## src/rtl/boot_loader.sv

```systemverilog
// Boot image loader: packs a little-endian byte stream into 32-bit words, writes them to boot memory
// and releases the CPU once the image is in. Optional trailing checksum check via `define CHECKSUM_EN.
module boot_loader #(
  parameter logic [31:0] BASE_ADDR = 32'h0000_0000,
  parameter int unsigned MAX_WORDS = 1024
) (
  input  logic        clk,
  input  logic        rst,
  input  logic [7:0]  byte_in,
  input  logic        byte_valid,
  output logic        byte_ready,
  output logic [31:0] mem_address,
  output logic [31:0] mem_data,
  output logic        mem_write,
  output logic        cpu_hold,
  output logic        done,
  output logic        error
);

  localparam int unsigned IW = $clog2(MAX_WORDS + 1);

`ifdef CHECKSUM_EN
  typedef enum logic [2:0] {S_LEN, S_DATA, S_WR, S_CSUM, S_DONE, S_ERR} state_e;
`else
  typedef enum logic [2:0] {S_LEN, S_DATA, S_WR, S_DONE, S_ERR} state_e;
`endif

  state_e         state_q;
  logic [1:0]     bcnt_q;
  logic [23:0]    shift_q;
  logic [IW-1:0]  n_q;
  logic [IW-1:0]  idx_q;
  logic           byte_ready_q;
  logic [31:0]    mem_address_q;
  logic [31:0]    mem_data_q;
  logic           mem_write_q;
  logic           cpu_hold_q;
  logic           done_q;
  logic           error_q;
`ifdef CHECKSUM_EN
  logic [31:0]    sum_q;
`endif

  logic           accept_d;
  logic           last_d;
  logic [31:0]    word_d;
  logic [IW-1:0]  idx_inc_d;

  // The three earlier bytes of the group sit in shift_q, oldest in the low byte.
  assign accept_d  = byte_valid & byte_ready_q;
  assign last_d    = accept_d & (bcnt_q == 2'd3);
  assign word_d    = {byte_in, shift_q};
  assign idx_inc_d = idx_q + IW'(1);

  always_ff @(posedge clk) begin
    if (rst) begin
      state_q       <= S_LEN;
      bcnt_q        <= 2'd0;
      shift_q       <= 24'd0;
      n_q           <= '0;
      idx_q         <= '0;
      byte_ready_q  <= 1'b0;
      mem_address_q <= BASE_ADDR;
      mem_data_q    <= 32'd0;
      mem_write_q   <= 1'b0;
      cpu_hold_q    <= 1'b1;
      done_q        <= 1'b0;
      error_q       <= 1'b0;
`ifdef CHECKSUM_EN
      sum_q         <= 32'd0;
`endif
    end else begin
      mem_write_q <= 1'b0;
      if (accept_d) begin
        shift_q <= word_d[31:8];
        bcnt_q  <= bcnt_q + 2'd1;
      end
      case (state_q)
        S_LEN: begin
          byte_ready_q <= 1'b1;
          if (last_d) begin
            if (word_d > 32'(MAX_WORDS)) begin
              state_q      <= S_ERR;
              byte_ready_q <= 1'b0;
              error_q      <= 1'b1;
            end else if (word_d == 32'd0) begin
`ifdef CHECKSUM_EN
              state_q      <= S_CSUM;
`else
              state_q      <= S_DONE;
              byte_ready_q <= 1'b0;
              done_q       <= 1'b1;
              cpu_hold_q   <= 1'b0;
`endif
            end else begin
              n_q     <= word_d[IW-1:0];
              state_q <= S_DATA;
            end
          end
        end
        S_DATA: begin
          byte_ready_q <= 1'b1;
          if (last_d) begin
            state_q       <= S_WR;
            byte_ready_q  <= 1'b0;
            mem_write_q   <= 1'b1;
            mem_data_q    <= word_d;
            mem_address_q <= BASE_ADDR + (32'(idx_q) << 2);
`ifdef CHECKSUM_EN
            sum_q         <= sum_q + word_d;
`endif
          end
        end
        S_WR: begin
          idx_q <= idx_inc_d;
          if (idx_inc_d < n_q) begin
            state_q      <= S_DATA;
            byte_ready_q <= 1'b1;
          end else begin
`ifdef CHECKSUM_EN
            state_q      <= S_CSUM;
            byte_ready_q <= 1'b1;
`else
            state_q      <= S_DONE;
            byte_ready_q <= 1'b0;
            done_q       <= 1'b1;
            cpu_hold_q   <= 1'b0;
`endif
          end
        end
`ifdef CHECKSUM_EN
        S_CSUM: begin
          byte_ready_q <= 1'b1;
          if (last_d) begin
            byte_ready_q <= 1'b0;
            if (word_d == sum_q) begin
              state_q    <= S_DONE;
              done_q     <= 1'b1;
              cpu_hold_q <= 1'b0;
            end else begin
              state_q <= S_ERR;
              error_q <= 1'b1;
            end
          end
        end
`endif
        S_DONE: byte_ready_q <= 1'b0;
        S_ERR:  byte_ready_q <= 1'b0;
        default: begin
          state_q      <= S_ERR;
          byte_ready_q <= 1'b0;
          error_q      <= 1'b1;
        end
      endcase
    end
  end

  assign byte_ready  = byte_ready_q;
  assign mem_address = mem_address_q;
  assign mem_data    = mem_data_q;
  assign mem_write   = mem_write_q;
  assign cpu_hold    = cpu_hold_q;
  assign done        = done_q;
  assign error       = error_q;

endmodule

```

## config.mk

```make
export PLATFORM = sky130hd
export DESIGN_NAME = boot_loader
export DESIGN_NICKNAME = d
export VERILOG_FILES = /design/src/rtl/boot_loader.sv
export SDC_FILE = /design/constraint.sdc
export NUM_CORES = 1
export LEC_CHECK = 0
export ABC_AREA = 1
export BUFFER_PORTS_ARGS = -buffer_cell sky130_fd_sc_hd__buf_4
export CAP_MARGIN = 20
export CORE_MARGIN = 3
export CORE_UTILIZATION = 35
export CTS_BUF_LIST = sky130_fd_sc_hd__clkbuf_16
export CTS_CLUSTER_DIAMETER = 40
export DETAILED_ROUTE_END_ITERATION = 16
export GPL_TIMING_DRIVEN = 0
export HOLD_SLACK_MARGIN = 0.08
export PLACE_DENSITY = 0.64
export SYNTH_ARGS = -nofsm -noshare
export SYNTH_HDL_FRONTEND = slang
export SYNTH_SLANG_ARGS = --single-unit
```

## constraint.sdc

```tcl
create_clock -name clk -period 3.1 [get_ports clk]
set_input_delay 0.31 -clock clk [delete_from_list [all_inputs] [get_ports clk]]
set_output_delay 0.31 -clock clk [all_outputs]
set_load 0.02 [all_outputs]
```

---- Word-level counts from Yosys, hierarchy flattened ----
Cells that the tools add are included.
storage, ports and cells
  logic and storage cells ................. 71
  input bits .............................. 11
  bits in latches ......................... 0
  bits in writable memories ............... 0
  memories kept ........................... 0
  flip-flop bits (word level) ............. 99
  ROM bits ................................ 0
  output and inout port bits .............. 69
operators by class
  div/mod/pow operators ................... 0
  multiply operators ...................... 0
  muxes and demuxes ....................... 26
  bitwise gates (word level) .............. 7
  reductions and logical operators ........ 11
  equality and inequality tests ........... 11
  $lt $le $gt $ge ......................... 2
  shift operators ......................... 0
  $add $sub $neg .......................... 2
operators with widths
  cell                                                   number
  > comparator 32 x 11 -> 1 bit (second input constant)  1
  logical NOT 32 bit                                     1
  two-way mux 1 bit                                      16
  inequality test 2 bit (second input constant)          6
  one-hot mux 3 bit (4 select lines)                     1
  adder 11 x 1 -> 11 bit (second input constant)         1
  < comparator 11 bit                                    1
  two-way mux 3 bit                                      3
  == test 3 x 2 -> 1 bit (second input constant)         2
  one-hot mux 1 bit (2 select lines)                     3
  AND reduction 3 bit                                    2
  NOT 1 bit                                              5
  AND reduction 5 bit                                    1
  two-way mux 2 bit                                      2
  AND reduction 4 bit                                    1
  OR reduction 2 bit                                     2
  OR reduction 4 bit                                     1
  == test 3 x 1 -> 1 bit (second input constant)         1
  == test 3 bit (second input constant)                  1
  logical NOT 3 bit                                      1
  one-hot mux 1 bit (3 select lines)                     1
  adder 2 x 1 -> 2 bit (second input constant)           1
  AND 1 bit                                              2
  == test 2 bit (second input constant)                  1
  2 further kinds                                        2

---- Longest topological paths before layout ----
  depth in word-level cells ............... 5
  depth in mapped cells ................... 19
  mapped depth without buffers ............ 19

---- Least setup slack after synthesis ----
Ideal clock, no wire load.
  path kind ............................... register to register
  start point ............................. register idx_q[0]
  end point ............................... register cpu_hold_q, in the netlist cpu_hold
  buffers on the path ..................... 0
  setup time .............................. 126 ps
  data required time ...................... 2974 ps
  period minus slack after synthesis ...... 2206 ps
  stages on the path, launching flop included .. 20
  setup slack ............................. 894 ps
  arrival ................................. 2080 ps
  cell sequence ........................... dfxtp_1 > ha_1 > nand2_1 > nor2_1 > nand4_1 > nor3_1 > or2_2 > nand2_1 > ha_1 > nand2_1 > inv_1 > nand2_1 > nor2_1 > nand2_1 > nand3_1 > nor2_1 > nor2_1 > nand2_1 > nand2_1 > nand2_1
between the ends
  longest elaborated chain between the ends .. 4
ends and longest elaborated chain
  item                                    RTL line  RTL
  from (decl)                             32        logic [IW-1:0] idx_q;
  from (signal assigned)                  115       idx_q <= idx_inc_d;
  adder 11 x 1 -> 11 bit                  53        assign idx_inc_d = idx_q + IW'(1);
  via idx_inc_d[10]                       47        logic [IW-1:0] idx_inc_d;
  < comparator 11 bit                     116       if (idx_inc_d < n_q) begin
  inequality test 2 bit (no source line)  --
  AND reduction 5 bit (no source line)    --
  to (signal assigned)                    66        cpu_hold_q <= 1'b1;
  to (signal assigned)                    93        cpu_hold_q <= 1'b0;
  to (signal assigned)                    127       cpu_hold_q <= 1'b0;
  to (decl)                               37        logic cpu_hold_q;
The timed path passes the listed nets, and every way through them passes these cells.
A chain may end at the register's enable or synchronous reset.

---- Final worst setup path ----
  start point ............................. register idx_q[0]
  end point ............................... register done_q, in the netlist done
between the ends
  longest elaborated chain between the ends .. 4
ends and longest elaborated chain
  item                                    RTL line  RTL
  adder 11 x 1 -> 11 bit                  53
  via idx_inc_d[10]                       47
  < comparator 11 bit                     116
  inequality test 2 bit (no source line)  --
  AND reduction 5 bit (no source line)    --
  to (signal assigned)                    67        done_q <= 1'b0;
  to (signal assigned)                    92        done_q <= 1'b1;
  to (signal assigned)                    126       done_q <= 1'b1;
  to (decl)                               38        logic done_q;
The timed path passes the listed nets, and every way through them passes these cells.

==> results.yml <==
outcome:
  run_status: "finished, final reports clean"
cts:
  cts.clk_slew.worst_paths_ns: 0.07
  total_clock_sinks: 99
  count_of_hold_buffers_inserted_by_post_cts_repair: 0
  cts_buffers: 9
  post_cts.repair.setup_buffers: 0
  clock_latency_ns: 0.34
  clockRootBuffer: "clkbuf_16"
  cts_tree: "done"
  cts.path.max_buffers: 2
  cts.repair.resized: 0
  htreeDepth: 3
synth:
  synth_cell_type_count: 25
  synth-warning-count: 0
  synth_cells: 591
  synth_enable_flop_cells: 0
  synth_area_leader_cell: "dfxtp_1"
  avgSynthCellArea_sq_um: 7.32
  ys_seq_elements: 99
  synthMostInstantiatedCell: "nor2_1"
  synth_seq_area_share: 0.458
  synth_top_area_frac: 0.458
  cell_types_occupying_the_most_area_after_synthesis: "dfxtp_1, nor2_1, o21ai_0"
  yosys-top-cells-count: "nor2_1, dfxtp_1, o21ai_0"
  postSynth.asyncResetShare: 0
  synthesis.area_sq_um: 4330
  synth_top_flop_cell: "dfxtp_1"
timing:
  finalSetupTns_ns: 0
  clock_skew_ns: 0.00742
  setup_viol: 0
  maxClockFrequency_mhz: 368
  relSlewSlack: 0.636
  timing_hold_violations_final: 0
  max_slew.worst_pin.slew_ns: 0.547
  slew_viol_final: 0
  post-route-min-period_ns: 2.72
  grt_setup_unrepaired: "false"
  period_share: 0.877
critical_path:
  crit_family: "simple AND/OR/NAND/NOR gates"
  required_time_reported_for_the_critical_path_endpoint_ns: 3.30
  critPathMostFrequentCell: "nor2_1"
  worst_ep_arrival_time_ns: 2.92
  critPathMaxStageDelay_ns: 0.40
  crit_type: "flop to flop"
  cp_num_buf_inv: 0
  end_kind: "flop"
  critical_path.startpoint_type: "flop"
  critical_path.slowest_cell: "dfxtp_1"
  worstPathMaxFanout: 4
  path_cells: "ha_1, nand2_1, nor2_1, nand4_1, nor3_1, or2_2, nand2_1, ha_1, a21o_1, nor2_1, nand3_1, nor2_1, nor2_1, nand2_1, a21oi_1"
placement:
  place_congestion: 0.862
  hpwlAfterDp_um: 8330
  numPortBuffers: 58
  placed_cell_area_sq_um: 5040
floorplanning:
  floorplan.rows: 39
  die_w_um: 117
  die_height_um: 117
  die-area_sq_um: 13700
  design.core.area_sq_um: 11800
  effective_utilization_at_floorplan: 0.368
  num_io_pins: 80
drt:
  detail_route.first_pass.iterations: 5
  drt_iter0_drc: 247
  drc_errors: 0
  drt.antenna.violating_nets: 0
  routed_wl_um: 11000
  detail_route.wl_per_cell_um: 13.0
  post_dr_vias_cell: 4.66
  dr_total_vias: 3951
global_routing:
  grt_start_max_net_pins: 17
  grt_remaining_overflow: 0
  number_of_global_route_vias_before_repair: 3748
  antenna_found_initial: 0
  grt_util_all_layers: 0.165
  grt_first_pass_wirelength_um: 17700
layout:
  n_antenna_cell: 0
  finish.instance_area_sq_um: 5360
  syn_to_final_growth_pct: 23.8
  layout_net_count: 703
  fill_cells: 1195
  drive_above_1_share: 0.180
  utilization: 0.456
power:
  power.ir.vdd_worst_mv: 0.296
  power-per-cell-area_nw_per_um2: 595
  cellLeakagePower_uw: 0.00251
job:
  drv_cap: 0
hold_path:
  hold_class: "input port to flop"
-- metal layers --
metal,up-vias,wire [um],track usage
met4,0,125,0.0413
met1,1801,5230,0.220
met5,-,0,0
li1,2026,-,-
met3,13,639,0.0427
met2,111,5010,0.266
-- metrics by stage --
| step | cells | power (uW) | hold WS (ns) | setup slack, ns |
|---|---|---|---|---|
| 6_report | 848 | 3190 | 0.214 | 0.381 |
| 5_1_grt | 848 | 3350 | 0.229 | 0.169 |
| 4_1_cts | 848 | 3210 | 0.206 | 0.410 |
| 3_5_place_dp | 833 | 2010 | 0.451 | 0.447 |
| 3_3_place_gp | 833 | 1990 | 0.437 | 0.479 |
| 2_1_floorplan | 611 | 1850 | 0.440 | 0.894 |
-- cell type report --
type	count	area, sq um	share of cell area
timing repair buffer	58	435	0.0813
tap	164	205	0.0383
sequential	99	1980	0.370
multi-input combinational	409	1940	0.363
clock buffer	9	225	0.0420
clock inverter	6	90.1	0.0168
inverter	53	199	0.0371
buffer	50	279	0.0521
-- path summary, 6_finish.rpt --
check                  start      endpoint  slack [ns]  cells past startpoint
hold reg to reg         done          done        0.46                      2
setup / recovery    idx_q[0]          done        0.38                     15
hold / removal    byte_in[7]  mem_data[31]        0.21                      3
setup reg to reg    idx_q[0]          done        0.38                     15
-- registers in the layout, summed over array words and instances (netlist names) --
signal / flops
mem_write: 1
cpu_hold: 1
idx_q: 11
byte_ready: 1
mem_address: 11
shift_q: 24
bcnt_q: 2
error: 1
done: 1
mem_data: 32
n_q: 11
state_q: 3
-- worst min-delay path, stage by stage --
cell and delay [ns]:
buf_4 0.09, nor2_1 0.04, nor2_1 0.08
-- where the power goes --
group / switching, uW / internal (uW) / total [uW]
combinational: 382 / 191 / 573
sequential: 66.5 / 1350 / 1420
clock: 490 / 706 / 1200
-- kinds of logic (layout without fill, tap and decap cells) --
group,after synthesis,count (layout),synth area share
XOR/XNOR,7,7,0.0142
buffers and inverters,103,176,0.110
other,1,21,0.000866
adder cells (fa/ha/maj),12,12,0.0347
flip-flops,99,99,0.458
AND/OR/NAND/NOR,243,243,0.232
AO/OA/AOI/OAI,126,126,0.150
-- cell usage in the layout (no fill, tap or decap), types with 2 or more instances in the layout --
cell type | Yosys | final
buf_1 | 4 | 4
bufinv_16 | 0 | 2
nand3_1 | 11 | 11
a21oi_1 | 46 | 46
nand2_1 | 66 | 66
clkbuf_16 | 0 | 9
clkbuf_1 | 17 | 17
xor2_1 | 6 | 6
buf_4 | 22 | 80
inv_2 | 2 | 2
dfxtp_1 | 99 | 99
nor2_1 | 133 | 133
nand4_1 | 12 | 12
conb_1 | 1 | 21
ha_1 | 12 | 12
inv_1 | 51 | 51
nor2_2 | 16 | 16
nor3_1 | 3 | 3
o21ai_0 | 76 | 76
buf_2 | 7 | 7
No activity file was read; power rests on OpenSTA's default activity.
